==> config.mk <==
export PLATFORM = sky130hd
export DESIGN_NAME = bin_to_bcd_seq
export DESIGN_NICKNAME = d
export VERILOG_FILES = /design/src/rtl/bin_to_bcd_seq_pkg.sv /design/src/rtl/bin_to_bcd_seq_add3_digit.sv /design/src/rtl/bin_to_bcd_seq.sv
export SDC_FILE = /design/constraint.sdc
export NUM_CORES = 1
export LEC_CHECK = 0
export ABC_AREA = 1
export CAP_MARGIN = 10
export CORE_UTILIZATION = 29
export DETAILED_ROUTE_END_ITERATION = 10
export PLACE_DENSITY = 0.48
export SETUP_SLACK_MARGIN = 0.02
export SYNTH_ARGS = -nofsm -noshare
export SYNTH_HDL_FRONTEND = slang
export SYNTH_SLANG_ARGS = --single-unit
==> constraint.sdc <==
create_clock -name clk -period 2 [get_ports clk]
set_clock_uncertainty 0.1 [all_clocks]
set_input_delay 0.2 -clock clk [delete_from_list [all_inputs] [get_ports clk]]
set_output_delay 0.2 -clock clk [all_outputs]
set_load 0.02 [all_outputs]
==> src/rtl/bin_to_bcd_seq_pkg.sv <==
// bin_to_bcd_seq_pkg: shared state encoding and BCD constants for the sequential double-dabble converter
package bin_to_bcd_seq_pkg;
  typedef enum logic {ST_IDLE, ST_SHIFT} state_t;
  localparam logic [3:0] BCD_NINE = 4'd9;
  localparam logic [3:0] ADD3_THRESH = 4'd5;
endpackage

==> src/rtl/bin_to_bcd_seq_add3_digit.sv <==
// bcd_add3_digit: double-dabble digit correction (adds 3 when digit >= 5); ports: digit in, adjusted out
module bcd_add3_digit
  import bin_to_bcd_seq_pkg::*;
(
  input  logic [3:0] digit,
  output logic [3:0] adjusted
);
  assign adjusted = digit >= ADD3_THRESH ? digit + 4'd3 : digit;
endmodule

==> src/rtl/bin_to_bcd_seq.sv <==
// bin_to_bcd_seq: sequential binary-to-BCD converter, one shift per clock, saturating output
// ports: clk, reset_n (sync, active-low), start/bin_in request, busy, done pulse, bcd digits, overflow flag
module bin_to_bcd_seq
  import bin_to_bcd_seq_pkg::*;
#(
  parameter int BIN_W = 20,
  parameter int DIGITS = 6,
  parameter int CNT_W = 5
) (
  input  logic                  clk,
  input  logic                  reset_n,
  input  logic                  start,
  input  logic [BIN_W-1:0]      bin_in,
  output logic                  busy,
  output logic                  done,
  output logic [4*DIGITS-1:0]   bcd,
  output logic                  overflow
);
  localparam int SW = 4*(DIGITS+1);
  state_t             state;
  logic [BIN_W-1:0]   sh;
  logic [SW-1:0]      scr;
  logic [CNT_W-1:0]   cnt;
  logic [SW-1:0]      adj;
  logic [SW+BIN_W-1:0] cat;
  logic [SW-1:0]      nscr;
  logic [BIN_W-1:0]   nsh;
  logic               ovf;
  genvar d;
  generate
    for (d = 0; d <= DIGITS; d++) begin : g_add3
      bcd_add3_digit u_add3 (.digit(scr[4*d +: 4]), .adjusted(adj[4*d +: 4]));
    end
  endgenerate
  always_comb begin
    cat  = {adj, sh} << 1;
    nscr = cat[SW+BIN_W-1:BIN_W];
    nsh  = cat[BIN_W-1:0];
    // the guard digit catches any value too large for DIGITS digits
    ovf  = |nscr[SW-1:4*DIGITS];
  end
  always_ff @(posedge clk) begin
    if (!reset_n) begin
      state    <= ST_IDLE;
      sh       <= '0;
      scr      <= '0;
      cnt      <= '0;
      busy     <= 1'b0;
      done     <= 1'b0;
      bcd      <= '0;
      overflow <= 1'b0;
    end else begin
      done <= 1'b0;
      if (state == ST_IDLE) begin
        if (start) begin
          sh    <= bin_in;
          scr   <= '0;
          cnt   <= '0;
          state <= ST_SHIFT;
          busy  <= 1'b1;
        end
      end else begin
        sh  <= nsh;
        scr <= nscr;
        cnt <= cnt + 1'b1;
        if (cnt == CNT_W'(BIN_W-1)) begin
          bcd      <= ovf ? {DIGITS{BCD_NINE}} : nscr[4*DIGITS-1:0];
          overflow <= ovf;
          state    <= ST_IDLE;
          busy     <= 1'b0;
          done     <= 1'b1;
        end
      end
    end
  end
endmodule

* Word level (Yosys, flattened, before mapping)
Index checks and enable logic that the tools add are counted.
** Storage, ports and cells
- Register bits after elaboration :: 81
- Input bits :: 23
- Output and inout bits :: 27
- Logic and storage cells :: 54
** Cells by class
- Add/sub/neg operators :: 8
- $lt $le $gt $ge :: 7
- Eq/ne operators :: 2
- Muxes and demuxes :: 21
- Bitwise operators :: 1
- Reductions and logical operators :: 6
** Operator list (number)
- 28-bit 2-to-1 mux :: 2
- 20-bit 2-to-1 mux :: 2
- 4-bit by 3-bit >= comparator with 1-bit output, second input constant :: 7
- 4-bit by 2-bit adder with 4-bit output, second input constant :: 6
- 24-bit 2-to-1 mux :: 1
- 4-bit 2-to-1 mux :: 6
- 5-bit 2-to-1 mux :: 2
- 1-bit 2-to-1 mux :: 7
- 2-bit AND reduction :: 3
- 5-bit by 1-bit adder with 5-bit output, second input constant :: 1
- 5-bit == test, second input constant :: 1
- 4-bit OR reduction :: 1
- 3-bit by 2-bit adder with 3-bit output, second input constant :: 1
- 3-bit 2-to-1 mux :: 1
- 2-bit by 1-bit inequality test with 1-bit output, second input constant :: 1
- 2-bit nonzero test :: 1
- 2-bit OR reduction :: 1
- 1-bit NOT :: 1

* Logic depth before layout (Yosys ltp)
Gate-level depths: netlist (run 1).
- Depth after elaboration :: 4
- Depth in mapped cells :: 12
- Gate-level depth less buffers :: 11

* By module
From an unflattened synthesis (run 1), not the netlist that was laid out.
** Second synthesis, totals
- Cell total of the unflattened synthesis :: 594
- Area, all modules :: 4103.9 µm²
** Modules (own cells, without submodules)
- bin_to_bcd_seq :: instances 1, cells an instance 433, area each 3158.0 µm²
- bcd_add3_digit :: instances 7, cells an instance 23, area each 135.1 µm²

* Worst setup path after synthesis (run 1)
No wires, ideal clock.
- Path type :: register -> register
- Start :: reg scr[24]
- End :: reg bcd[12]
- Library setup time :: 119 ps
- Data arrival time :: 1376 ps
- Required time :: 1781 ps
- Setup slack :: 405 ps
- Stages on the path, launching flop included :: 12
- Path buffers :: 1
- Clock period less this slack :: 1595 ps
- Path through :: dfxtp_1 > inv_1 > ha_1 > inv_1 > nand2_2 > nand3_2 > nand2_1 > nand2_1 > nand2_2 > nor2_4 > buf_6 > a21oi_1
** Between the ends
- Cells in the longest elaborated chain, start to end :: 4
- Elaborated cells on any way between the ends :: 5
- Those cells by class :: add/sub: 1; order compare: 1; mux: 2; reduce/logical: 1
** RTL lines
- from (decl) :: RTL line bin_to_bcd_seq.sv:22 : logic [SW-1:0] scr;
- from (signal assigned) :: RTL line bin_to_bcd_seq.sv:64 : scr <= nscr;
- 4-bit by 3-bit >= comparator with 1-bit output / 3-bit by 2-bit adder with 3-bit output (equally long branches) :: RTL line bin_to_bcd_seq_add3_digit.sv:8 : assign adjusted = digit >= ADD3_THRESH ? digit + 4'd3 : digit;
- 3-bit 2-to-1 mux * :: RTL line bin_to_bcd_seq_add3_digit.sv:8
- 4-bit OR reduction * :: RTL line bin_to_bcd_seq.sv:40 : ovf = |nscr[SW-1:4*DIGITS];
- 24-bit 2-to-1 mux * :: RTL line bin_to_bcd_seq.sv:67 : bcd <= ovf ? {DIGITS{BCD_NINE}} : nscr[4*DIGITS-1:0];
- to (signal assigned) :: RTL line bin_to_bcd_seq.sv:67
- to (decl) :: RTL line bin_to_bcd_seq.sv:16 : output logic [4*DIGITS-1:0] bcd,
Mark *: on every way between the ends. The rest lies on a longest branch, timed or not.
A chain may end at the register's enable or synchronous reset.

* Final worst setup path (run 1)
- Start :: reg cnt[0]
- End :: reg overflow
** Between the ends
- Cells in the longest elaborated chain, start to end :: 2
** RTL lines
- from (decl) :: RTL line bin_to_bcd_seq.sv:23 : logic [CNT_W-1:0] cnt;
- from (signal assigned) :: RTL line bin_to_bcd_seq.sv:65 : cnt <= cnt + 1'b1;
- 5-bit == test :: RTL line bin_to_bcd_seq.sv:66 : if (cnt == CNT_W'(BIN_W-1)) begin
- 2-bit AND reduction (no line)
- to (signal assigned) :: RTL line bin_to_bcd_seq.sv:68 : overflow <= ovf;
- to (decl) :: RTL line bin_to_bcd_seq.sv:17 : output logic overflow
No other way between the ends.

==> results of run 1 <==
[routing by layer]
metal | routed length [um] | share of wire, % | up-vias | track usage (%)
li1 | - | - | 2026 | -
met1 | 5060 | 49 | 1692 | 19.7
met2 | 4630 | 45 | 72 | 25.1
met3 | 470 | 4.6 | 8 | 4.91
met4 | 148 | 1.4 | 0 | 4.86
met5 | 0 | 0 | - | 0
[timing repair]
item / in CTS / in global routing
buffers inserted: 0 / 2
endpoints found under the hold margin: 0 / 0
resized for setup: 0 / 3
setup endpoints to repair: 0 / 8
[synth_stat cells]
library cell / instances
nand2_1: 212
dfxtp_1: 81
inv_1: 81
nor2_1: 49
nand3_1: 40
o21ai_0: 35
a21oi_1: 33
ha_1: 15
clkbuf_1: 14
xor2_1: 12
o211ai_1: 11
buf_2: 8
o22ai_1: 5
nand2_2: 4
nand4_1: 4
buf_1: 2
clkinv_1: 2
inv_2: 2
nor2_4: 2
a211oi_1: 1
buf_4: 1
buf_6: 1
nand3_2: 1
nor3b_1: 1
nor4_1: 1
o21ai_1: 1
[per-stage QoR]
step | cell area [um2] | instances | util, %
2_1_floorplan | 4100 | 619 | -
3_3_place_gp | 4840 | 839 | 35.0
3_5_place_dp | 4840 | 839 | 35.0
4_1_cts | 5110 | 853 | 36.9
5_1_grt | 5130 | 855 | 37.1
6_report | 5130 | 855 | 37.1
[worst max-delay path: stages, from the launching register on]
cell	delay, ps
dfxtp_1	350
ha_1	150
nand2_1	70
inv_1	80
nand2_1	90
nor2_4	220
buf_4	150
buf_4	90
nor2_1	40
buf_4	180
nand2_1	60
o21ai_0	60
[state kept, by name, indices dropped and copies added (netlist names)]
| name | count |
|---|---|
| bcd | 24 |
| busy | 1 |
| cnt | 5 |
| done | 1 |
| overflow | 1 |
| scr | 28 |
| sh | 20 |
| state | 1 |
[power by group through the flow]
stage	clock (mW)	sequential (mW)	combinational (mW)
global placement	0	1.69	0.248
floorplan	0	1.69	0.133
detailed placement	0	1.69	0.249
global route	1.65	1.66	0.273
CTS	1.58	1.66	0.249
finish	1.52	1.66	0.245
[layout make-up]
type	count	area, um2
Tap cell	180	225
Clock buffer	14	264
Timing Repair Buffer	68	658
Sequential cell	81	1620
Fill cell	1485	8700
Multi-Input combinational cell	427	2040
Inverter	85	319
[worst paths after layout]
path                   startpoint                    end  slack, ps  depth (start not counted)
max reg2reg   cnt[0]$_SDFFE_PN0P_  overflow$_SDFFE_PN0P_        210                         11
min          bcd[17]$_SDFFE_PN0P_   bcd[17]$_SDFFE_PN0P_        350                          2
max           cnt[0]$_SDFFE_PN0P_  overflow$_SDFFE_PN0P_        210                         11
min reg2reg  bcd[17]$_SDFFE_PN0P_   bcd[17]$_SDFFE_PN0P_        350                          2
[logic make-up after synthesis]
family                   after synthesis
buffers and inverters                111
adder cells (fa/ha/maj)               15
flip-flops                            81
AND/OR/NAND/NOR                      314
XOR/XNOR                              12
AO/OA/AOI/OAI                         86
==> impl_metrics.ini, run 1 <==
[timing]
rsz0062_at_grt = false
fin_ws_ps = 213
drv_slew = 0
finalSetupViolations = 0
holdWs_ps = 349
hold_viol = 0
slew_headroom_pct = 75.0
worst_pin_slew_ps = 372
max_freq_mhz = 560
min_period_ps = 1790
post-route-period-util_pct = 89.4
tns_ps = 0

[clocking]
clkTransAtPathRegs_ps = 60
clock-sinks = 81
numCtsBuffers = 9
clock_latency_ps = 340
ctsHoldBuffers = 0
cts_max_path_buffers = 2
cts_htree_levels = 3
root_buffer = clkbuf_16
cts_tree = yes

[setup_path]
critPathArrivalTime_ps = 1910
cp_max_fo = 13
timing_worst_setup_path_type = reg2reg
endpoint_kind = flip-flop
crit_path_start_kind = flip-flop
cp.required_ps = 2120

[die]
dieHeight_um = 121
num_rows = 43
die_w_um = 121
core_area_um2 = 13800
die_area_um2 = 14600
io_pins = 50
start_util_pct = 29.6

[run_status]
failed_checks = DRC
status = complete, but fails checks

[logic_synthesis]
netlist_area_um2 = 4100
yosys.area_share.simple_pct = 31.2
ys_types = 26
synth_top_area_cell = dfxtp_1
syn_area_per_cell_um2 = 6.62
synth.net_count = 657
ys_seq_area_share_pct = 39.6
synth_compound_gate_area_share_pct = 11.4
yosys.area.top_type_share_pct = 39.6
yosys.area_share.adder_pct = 4.58
synth_mux_area_share_pct = 0
synth-xor-area-share_pct = 2.57
ys_seq_elements = 81
syn_inst = 619
synthTopCellsByArea = dfxtp_1 40%, nand2_1 19%, inv_1 7.4%
synth_top_family_by_area = simple AND/OR/NAND/NOR gates
synth_warnings = 0

[place]
io_buffers = 49
dp_hpwl_um = 7320
pre_cts_slack_ps = 156
gp_congestion = 0.781

[detailed_routing]
drt_iter0_markers = 287
drt_first_pass_iters = 7
vias = 3798
drt_wl_total_um = 10300
antenna_left = 0
drc = 2
vias_per_cell = 4.44
wl_per_cell_um = 12.0

[final_layout]
drive_gt1_share_pct = 6.22
antenna_cells = 0
fin_nets = 710
layout_common_cells = 212 x nand2_1, 81 x inv_1, 81 x dfxtp_1
final_common_cell = nand2_1
syn_to_final_growth_pct = 25.3

[power]
clkPwrFrac_pct = 44.3
power.leakage_nw = 2.34
power.total_mw = 3.42
p_per_area_nw_per_um2 = 667
internal_power_mw = 2.64
combPwrFrac_pct = 7.1
p_sw_mw = 0.781
ir_drop_mv = 0.371
p_seq_share_pct = 48.5
sw_frac_of_total_pct = 22.8

[grt]
first_global_vias = 3625
grt_first_pass_wirelength_um = 17500
grt_overflow = 0
gr-usage-all-layers_pct = 15.6
grt_max_degree = 28
antenna_found_initial = 0

[flow_run]
max_cap_violations = 0

[worst_hold_path]
min_path_type = reg2reg
(Power assumes the default switching activity.)
==> run 2, diff against run 1 <==
- CTS_BUF_LIST: default -> sky130_fd_sc_hd__clkbuf_2
- REMOVE_ABC_BUFFERS: default -> 1
==> impl_metrics.ini, run 2 (synthesized netlist as in run 1, its figures left out) <==
[clocking]
ctsHoldBuffers = 0
clkTransAtPathRegs_ps = 220
clock-sinks = 81
cts_max_path_buffers = 2
cts_htree_levels = 3
numCtsBuffers = 9
root_buffer = clkbuf_2
clock_latency_ps = 570
cts_tree = yes

[final_layout]
syn_to_final_growth_pct = 22.8
largest_register_ffs = 28
instances_no_fill = 852
fin_util_pct = 36.4
finish.instance_area_um2 = 5030
final_common_cell = nand2_1
reg_top3 = scr x28, bcd x24, sh x20
fin_nets = 705
layout_common_cells = 212 x nand2_1, 81 x inv_1, 81 x dfxtp_1
drive_gt1_share_pct = 6.10
regMostFlops = scr
antenna_cells = 0

[setup_path]
path_cells = clkdlybuf4s50_1
cp_num_buf_inv = 1
critPathTopFamily = buffers and inverters
cp.required_ps = 1700
crit_path_start_kind = flip-flop
cp_max_fo = 2
slowest_stage = clkdlybuf4s50_1
slowest_delay_ps = 610
worst-path-stages = 1
reg2reg_depth = 11
regToRegEndpoint = bcd[20]$_SDFFE_PN0P_
regToRegSetupSlack_ps = 220
endpoint_kind = primary output
rr_startpoint = scr[24]$_SDFFE_PN0P_
timing_worst_setup_path_type = reg2out
critPathArrivalTime_ps = 1540

[power]
power.leakage_nw = 2.48
ir_drop_mv = 0.331
power.total_mw = 3.16
p_per_area_nw_per_um2 = 628

[run_status]
status = finished, final reports clean

[timing]
post-route-period-util_pct = 92.0
min_period_ps = 1840
fin_ws_ps = 159
tns_ps = 0
max_freq_mhz = 543
slew_headroom_pct = 75.6
worst_pin_slew_ps = 363
rsz0062_at_grt = false
holdWs_ps = 117
finalSetupViolations = 0
drv_slew = 0
hold_viol = 0

[place]
dp_hpwl_um = 7090
pre_cts_slack_ps = 99.4
io_buffers = 49
gp_congestion = 0.753
dp.cells = 836
place_area_um2 = 4820

[grt]
grt_overflow = 0
gr-usage-all-layers_pct = 15.1
antenna_found_initial = 0
grt_max_degree = 27
grt_first_pass_wirelength_um = 17000
first_global_vias = 3530

[detailed_routing]
wl_per_cell_um = 12.0
drt_first_pass_iters = 4
drt_iter0_markers = 262
drc = 0
antenna_left = 0
vias = 3803
vias_per_cell = 4.46
drt_wl_total_um = 10200

[die]
io_pins = 50
die_area_um2 = 14600
num_rows = 43
start_util_pct = 29.6
core_area_um2 = 13800
dieHeight_um = 121
die_w_um = 121

[worst_hold_path]
holdPathEnd = sh[0]$_SDFFE_PP0P_
worstHoldPathCells = 3
hp-start = bin_in[0]
min_path_type = in2reg

[flow_run]
max_cap_violations = 0
==> run 2: cell count changes in the layout (fill, tap and decap cells not counted), sizes merged <==
cell / delta
bufinv: +4
buf: -5
clkbuf: -3
dlymetal6s2s: +8
clkinvlp: +1
dlygate4sd2: +8
clkdlybuf4s50: -16
==> run 2: repair_timing <==
action / in CTS / in global routing
setup endpoints to repair: 8 / 15
gates resized for setup: 8 / 12
buffers inserted: 0 / 0
==> run 2: tightest hold or removal path: stages <==
cell,delay [ps]
clkdlybuf4s50_1,410
nor2_1,100
nor4_1,50
==> run 2: layer usage <==
metal	part of all wire [%]	wire length, um	GRT usage (%)
met4	0.39	40	4.32
met5	0	0	0
met3	4.4	447	4.58
met2	48	4930	25.3
met1	47	4830	18.5
==> run 2: report_power, final <==
part	switching, mW	total [mW]	internal, mW	leakage, nW
clock network	0.579	1.25	0.673	0.102
logic	0.143	0.241	0.0987	1.72
registers	0.0156	1.66	1.65	0.656
==> run 2: worst max path at each step <==
stage                                     from                    to  slack, ps
after floorplan               state$_SDFF_PN0_   sh[10]$_SDFFE_PN0P_       -450
after global placement    scr[24]$_SDFFE_PN0P_   bcd[0]$_SDFFE_PN0P_        110
after detailed placement  scr[24]$_SDFFE_PN0P_  bcd[23]$_SDFFE_PN0P_        100
after CTS                    busy$_SDFFE_PN0P_                  busy         30
after global routing       bcd[5]$_SDFFE_PN0P_                bcd[5]         30
final                      bcd[5]$_SDFFE_PN0P_                bcd[5]        160
==> run 2: layout make-up <==
class,instances,area (um2)
repair buffers,63,631
flip-flops and latches,81,1620
clock inverters,5,128
clock buffers,11,55.1
inverters,85,319
fillers,1484,8800
well taps,180,225
multi-input cells,427,2050
